## src/rtl/piso_arb_ctrl_if.sv

```systemverilog
// Word-producer side of the PISO scheduler: two valid/ready requesters.
// Handshake: a word transfers on a cycle where valid && ready; data is held while valid && !ready.
interface piso_arb_ctrl_if #(parameter int DW = 4);
  logic          req0_valid;
  logic [DW-1:0] req0_data;
  logic          req0_ready;
  logic          req1_valid;
  logic [DW-1:0] req1_data;
  logic          req1_ready;

  modport master (
    output req0_valid, req0_data, req1_valid, req1_data,
    input  req0_ready, req1_ready
  );

  modport slave (
    input  req0_valid, req0_data, req1_valid, req1_data,
    output req0_ready, req1_ready
  );
endinterface

```

## src/rtl/piso_arb_ctrl.sv

```systemverilog
// Round-robin word scheduler that owns the control pins of a shared MSB-first
// PISO shift register and flags frame boundaries on its serial output.
module piso_arb_ctrl #(
  parameter int DW = 4
) (
  input  logic           clk,
  input  logic           rst,
  piso_arb_ctrl_if.slave req,
  input  logic           stall,
  output logic           piso_enb,
  output logic           piso_l_s,
  output logic [DW-1:0]  piso_inp,
  output logic           frame_valid,
  output logic           sof,
  output logic           eof,
  output logic           grant_id,
  output logic           busy,
  output logic           dbg_state
);

  localparam int CW = (DW > 2) ? $clog2(DW) : 1;
  localparam logic [CW-1:0] LAST = CW'(DW - 1);

  typedef enum logic {IDLE = 1'b0, SHIFT = 1'b1} state_t;

  state_t        state, state_nxt;
  logic [CW-1:0] cnt, cnt_nxt;
  logic          last_grant, last_grant_nxt;
  logic          grant_id_nxt;
  logic          any_valid, winner, last_bit, load;

  always_comb begin
    any_valid = req.req0_valid | req.req1_valid;
    // On a tie the requester that did not win last time goes next.
    if (req.req0_valid && req.req1_valid) winner = ~last_grant;
    else                                  winner = req.req1_valid;
    last_bit = (cnt == LAST);
    load     = ~rst & ~stall & any_valid & ((state == IDLE) | last_bit);
  end

  always_ff @(posedge clk) begin
    if (rst) begin
      state      <= IDLE;
      cnt        <= '0;
      last_grant <= 1'b1;
      grant_id   <= 1'b0;
    end else begin
      state      <= state_nxt;
      cnt        <= cnt_nxt;
      last_grant <= last_grant_nxt;
      grant_id   <= grant_id_nxt;
    end
  end

  always_comb begin
    state_nxt      = state;
    cnt_nxt        = cnt;
    last_grant_nxt = last_grant;
    grant_id_nxt   = grant_id;
    piso_enb       = 1'b0;
    piso_l_s       = 1'b0;
    piso_inp       = '0;
    req.req0_ready = 1'b0;
    req.req1_ready = 1'b0;
    if (load) begin
      piso_enb       = 1'b1;
      piso_l_s       = 1'b1;
      piso_inp       = winner ? req.req1_data : req.req0_data;
      req.req0_ready = ~winner;
      req.req1_ready = winner;
      grant_id_nxt   = winner;
      last_grant_nxt = winner;
      cnt_nxt        = '0;
      state_nxt      = SHIFT;
    end else if (state == SHIFT && !stall && !rst) begin
      // Last bit with nothing waiting: leave the serializer frozen and go idle.
      if (last_bit) begin
        state_nxt = IDLE;
      end else begin
        piso_enb = 1'b1;
        cnt_nxt  = cnt + 1'b1;
      end
    end
  end

  assign busy        = (state == SHIFT);
  assign frame_valid = busy & ~stall;
  assign sof         = frame_valid & (cnt == '0);
  assign eof         = frame_valid & last_bit;
  assign dbg_state   = state;

endmodule

```

## src/flat_wrapper.sv

```systemverilog
// flat-port wrapper written by rule: the top's interface ports become plain ports
module piso_arb_ctrl_flat 
#(
  parameter int DW = 4
)
  (clk, rst, stall, piso_enb, piso_l_s, piso_inp, frame_valid, sof, eof, grant_id, busy, dbg_state, req_req0_valid, req_req0_data, req_req1_valid, req_req1_data, req_req0_ready, req_req1_ready);
  piso_arb_ctrl_if #(.DW(DW)) req_i ();
  input  logic clk;
  input  logic rst;
  input  logic stall;
  output logic piso_enb;
  output logic piso_l_s;
  output logic [DW-1:0] piso_inp;
  output logic frame_valid;
  output logic sof;
  output logic eof;
  output logic grant_id;
  output logic busy;
  output logic dbg_state;
  input wire logic [$bits(req_i.req0_valid)-1:0] req_req0_valid;
  input wire logic [$bits(req_i.req0_data)-1:0] req_req0_data;
  input wire logic [$bits(req_i.req1_valid)-1:0] req_req1_valid;
  input wire logic [$bits(req_i.req1_data)-1:0] req_req1_data;
  output wire logic [$bits(req_i.req0_ready)-1:0] req_req0_ready;
  output wire logic [$bits(req_i.req1_ready)-1:0] req_req1_ready;
  assign req_i.req0_valid = req_req0_valid;
  assign req_i.req0_data = req_req0_data;
  assign req_i.req1_valid = req_req1_valid;
  assign req_i.req1_data = req_req1_data;
  assign req_req0_ready = req_i.req0_ready;
  assign req_req1_ready = req_i.req1_ready;
  piso_arb_ctrl #(.DW(DW)) u_core (.clk(clk), .rst(rst), .req(req_i), .stall(stall), .piso_enb(piso_enb), .piso_l_s(piso_l_s), .piso_inp(piso_inp), .frame_valid(frame_valid), .sof(sof), .eof(eof), .grant_id(grant_id), .busy(busy), .dbg_state(dbg_state));
endmodule
```

## config.mk

```make
export PLATFORM = sky130hd
export DESIGN_NAME = piso_arb_ctrl_flat
export DESIGN_NICKNAME = d
export VERILOG_FILES = /design/src/rtl/piso_arb_ctrl_if.sv /design/src/rtl/piso_arb_ctrl.sv /design/src/flat_wrapper.sv
export SDC_FILE = /design/constraint.sdc
export NUM_CORES = 1
export LEC_CHECK = 0
export CORE_AREA = 2 2 39 41
export DETAILED_ROUTE_END_ITERATION = 8
export DIE_AREA = 0 0 41 43
export GPL_ROUTABILITY_DRIVEN = 0
export GPL_TIMING_DRIVEN = 0
export MAX_ROUTING_LAYER = met4
export PLACE_DENSITY_LB_ADDON = 0.08
export SYNTH_ARGS = -nofsm -noshare
export SYNTH_HDL_FRONTEND = slang
export SYNTH_SLANG_ARGS = --single-unit
export TNS_END_PERCENT = 30
```

## constraint.sdc

```tcl
create_clock -name clk -period 4 [get_ports clk]
set_clock_uncertainty 0.05 [all_clocks]
set_input_delay 0.4 -clock clk [delete_from_list [all_inputs] [get_ports clk]]
set_output_delay 0.4 -clock clk [all_outputs]
set_load 0.05 [all_outputs]
```

Word-level counts from Yosys, hierarchy flattened
Cells that the tools add are included.

cells by class
  add/subtract/negate cells = 1
  mux-type cells = 12
  reduce and logical (&&, ||, !) cells = 11
  eq/ne operators = 1
  bitwise operators = 14

operators with widths
  cell                   number
  $mux W1                10
  $mux W4                2
  $and A1 B1 Y1          6
  $not A1 Y1             6
  $reduce_and A2 Y1      2
  $reduce_bool A2 Y1     2
  $logic_and A1 B1 Y1    3
  $add A2 B1 Y2 const B  1
  $eq A2 B2 Y1 const B   1
  $logic_not A1 Y1       2
  $logic_not A2 Y1       1
  $or A1 B1 Y1           2
  $reduce_or A2 Y1       1

word-level totals
  output and inout port bits = 14
  register bits after elaboration = 5
  input port bits = 13

Longest topological paths before layout
  depth in word-level cells = 6
  depth in mapped cells = 4
  gate-level depth less buffers = 4

Worst setup path after synthesis
No wires, ideal clock.

  path kind = register to output
  from = register u_core.state, in the netlist u_core.busy
  to = output port eof
  path buffers = 0
  data required time = 3.550 ns
  stages on the path, launching flop included = 4
  setup slack = 1.503 ns
  data arrival time = 2.047 ns
  cells stage by stage = dfxtp_1 inv_1 nor2_1 and2_1

between the ends
  longest elaborated chain between the ends = 2

RTL lines
  what                      RTL line             source
  start: declaration        piso_arb_ctrl.sv:26  state_t state, state_nxt;
  start signal: assignment  piso_arb_ctrl.sv:48  state <= state_nxt;
  $and A1 B1 Y1             piso_arb_ctrl.sv:87  assign frame_valid = busy & ~stall;
  via frame_valid           flat_wrapper.sv:14   output logic frame_valid;
  $and A1 B1 Y1             piso_arb_ctrl.sv:89  assign eof = frame_valid & last_bit;
  end: declaration          flat_wrapper.sv:16   output logic eof;

The timed path passes the listed nets, and every way through them passes these cells.

Final worst setup path
  from = input port req_req0_valid
  to = output port piso_inp[0]

between the ends
  longest elaborated chain between the ends = 4
  elaborated cells between the ends (all ways) = 7
  those cells by class = 3 x mux; 3 x bitwise; 1 x reduce/logical

RTL lines
  what                                                 RTL line                                  source
  start: declaration                                   flat_wrapper.sv:20                        input wire logic [$bits(req_i.req0_valid)-1:0] req_req0_valid;
  $or A1 B1 Y1 or $logic_and A1 B1 Y1 (tied branches)  piso_arb_ctrl.sv:33, piso_arb_ctrl.sv:35
  $and A1 B1 Y1 or $mux W1 (tied branches)             piso_arb_ctrl.sv:38, piso_arb_ctrl.sv:35
  $and A1 B1 Y1 or $mux W4 (tied branches)             piso_arb_ctrl.sv:38, piso_arb_ctrl.sv:68
  $mux W4 *                                            piso_arb_ctrl.sv:65                       if (load) begin
  end: declaration                                     flat_wrapper.sv:13                        output logic [DW-1:0] piso_inp;

Every way passes the cells marked *; elsewhere a longest branch is shown, timed or not.

==> flow_summary_export.csv <==
group,metric,value,unit
pwr,clock_power_share,0.320,
layout,syn_to_final_growth,78.8,%
sta,timing.final.crit_share,0.729,
layout,diodes,0,
drt,first_pass_iters,4,
drt,wl,1040,um
clock_tree,holdBufCountCts,0,
pwr,switching_share,0.347,
worst_setup_path,crit_required,3.55,ns
clock_tree,cts.repair.resized,0,
grt,grt_max_degree,9,
grt,grt_pass1_vias,395,
pwr,intPower,0.121,mW
synthesis,synth.net_count,63,
sta,fin_crit,2.92,ns
clock_tree,cts_htree_levels,1,
pwr,seq_power_share,0.292,
clock_tree,clock-sinks,5,
layout,num-fill-cells,153,
drt,drc,0,
clock_tree,cts_tree,"yes",
grt,gr-total-overflow,0,
worst_hold_path,min_path_type,"register to register",
flow_run,max_cap_violations,0,
pwr,p_switching,0.0645,mW
pwr,cellLeakagePower,0.267,nW
synthesis,synth_cells,48,
die,row_count,14,
drt,wire_per_inst,11.0,um
die,initial_core_util,0.281,
sta,fmax,0.343,GHz
die,design.die.area,0.00176,sq mm
clock_tree,clk_path_buf_depth,2,
synthesis,synth_area,389,sq um
clock_tree,cts-root-buf,"clkbuf_4",
drt,final_antenna_net_count,0,
sta,hold_viol,0,
pwr,power_frac_comb,0.388,
worst_setup_path,crit_type,"primary input to output port",
worst_setup_path,rrSetupSlack,2.54,ns
sta,setup_tns,0,ns
drt,via_per_inst,4.67,
place,io_buffers,26,
die,die_h,43,um
grt,grt_pass1_wl,1660,um
sta,slew_viol_final,0,
worst_setup_path,start_kind,"primary input",
grt,grt_antenna_before_repair,0,
pwr,power.total,0.186,mW
drt,wl_met1,496,um
drt,vias,439,
synthesis,netlist-cell-type-count,23,
sta,holdWs,0.426,ns
worst_setup_path,crit_fanout,8,
sta,setup_violations,0,
worst_setup_path,end_kind,"output port",
drt,met3WireLength,73,um
sta,slew_headroom,0.633,
die,io-pin-count,27,
grt,grt_util_all_layers,0.142,
synthesis,yosysWarnings,0,
synthesis,synth_seq_cells,5,
pwr,ir_worst_vdd,0.000142,V
drt,drt_iter0_drc,3,
drt,top_layer,"met3",
layout,multi_input_area,259,sq um
synthesis,syn_area_per_cell,8.11,sq um
die,dieWidth,41,um
clock_tree,clock_latency,0.24,ns
outcome,status,"finished clean",
place,hpwlAfterDp,814,um
layout,final_nets,94,
synthesis,seq_area_frac_synth,0.257,
worst_setup_path,cp.arrival,2.47,ns
pwr,power_density,267,mW/mm^2
clock_tree,post_cts_buffers,0,
sta,rsz0062_at_grt,"no",
sta,worstMarginPinSlew,0.547,ns
layout,drive_gt1_frac,0.115,
clock_tree,cts-buffers-inserted,3,
drt,met2_length,466,um
layout,ff_latch_area,100,sq um
clock_tree,clkSlewWorstSetupHoldPaths,0.04,ns
die,coreArea,0.00138,sq mm
path summary, 6_finish.rpt:
path	from	cells after the start	endpoint
worst max register to register	u_core.cnt[0]	3	u_core.last_grant
worst min register to register	u_core.grant_id	2	u_core.grant_id
worst max-delay path	req_req0_valid	5	piso_inp[0]
worst min-delay path	u_core.grant_id	2	u_core.grant_id
layout by cell type (no fill, tap or decap), drive strengths merged, types with 2 or more instances in the layout:
| cell | netlist | final |
|---|---|---|
| clkbuf | 0 | 4 |
| nand2 | 2 | 2 |
| nor2 | 8 | 8 |
| ha | 2 | 2 |
| and2 | 2 | 2 |
| nor3b | 2 | 2 |
| inv | 6 | 6 |
| dfxtp | 5 | 5 |
| a32oi | 4 | 4 |
| nor3 | 4 | 4 |
| clkdlybuf4s50 | 0 | 26 |
layer usage:
layer  track usage  up-vias
li1              -      233
met1         0.186      189
met2         0.194       17
met3        0.0314        0
met4        0.0800        0
met5             -        -
per-stage QoR:
| stage | setup slack [ns] | utilization | instance area [sq um] | std cells |
|---|---|---|---|---|
| final | 1.08 | 0.503 | 696 | 94 |
| after global routing | 0.918 | 0.503 | 696 | 94 |
| after CTS | 1.09 | 0.503 | 696 | 94 |
| after detailed placement | 1.09 | 0.484 | 669 | 90 |
| after global placement | 1.04 | 0.484 | 669 | 90 |
| after floorplan | 1.50 | - | 389 | 48 |
power groups by stage:
stage | sequential (mW) | clock (mW) | combinational, mW
final | 0.0543 | 0.0593 | 0.0720
after detailed placement | 0.0552 | 0 | 0.0722
after global placement | 0.0553 | 0 | 0.0724
after floorplan | 0.0596 | 0 | 0.0384
after global routing | 0.0547 | 0.0677 | 0.0769
after CTS | 0.0543 | 0.0617 | 0.0726
state kept, by name (all words and copies together), names as in the netlist:
register,flops
u_core.busy,1
u_core.cnt,2
u_core.last_grant,1
u_core.grant_id,1
cell families (layout without fill, tap and decap cells):
kind of cell / after synthesis / in the layout / share of synthesized area
XOR/XNOR: 1 / 1 / 0.0225
multiplexers: 1 / 1 / 0.0257
flip-flops: 5 / 5 / 0.257
buffers and inverters: 7 / 37 / 0.0772
AND/OR/NAND/NOR: 21 / 21 / 0.334
adder cells (fa/ha/maj): 2 / 2 / 0.0643
AO/OA/AOI/OAI: 11 / 11 / 0.219
area by class of cell:
cell class / count / area share
timing repair buffer: 26 / 0.374
multi-input combinational: 36 / 0.372
tap: 16 / 0.0288
buffer: 1 / 0.0108
sequential: 5 / 0.144
inverter: 6 / 0.0324
clock buffer: 4 / 0.0378
cells in the mapped netlist:
master / count / share of area
nor3b_2: 2 / 0.064
o32ai_1: 1 / 0.023
and2_1: 2 / 0.032
a21boi_0: 1 / 0.019
a21oi_1: 1 / 0.013
o21a_1: 1 / 0.019
o21ai_1: 1 / 0.013
dfxtp_1: 5 / 0.26
a32oi_1: 4 / 0.090
nor3_1: 3 / 0.039
mux2i_1: 1 / 0.026
nand2_1: 2 / 0.019
or2_4: 1 / 0.023
nand2b_1: 1 / 0.016
buf_4: 1 / 0.019
nor2b_2: 1 / 0.023
xnor2_1: 1 / 0.023
a21o_1: 1 / 0.019
o221ai_1: 1 / 0.023
nor3_4: 1 / 0.042
ha_1: 2 / 0.064
inv_1: 6 / 0.058
nor2_1: 8 / 0.077
critical path: stages:
cell and delay, ns:
clkdlybuf4s50_1 0.53, a21boi_0 0.50, a32oi_1 0.10, nor2_1 0.13
clkdlybuf4s50_1 0.81
Note: power is estimated with default switching activity, not from simulation.
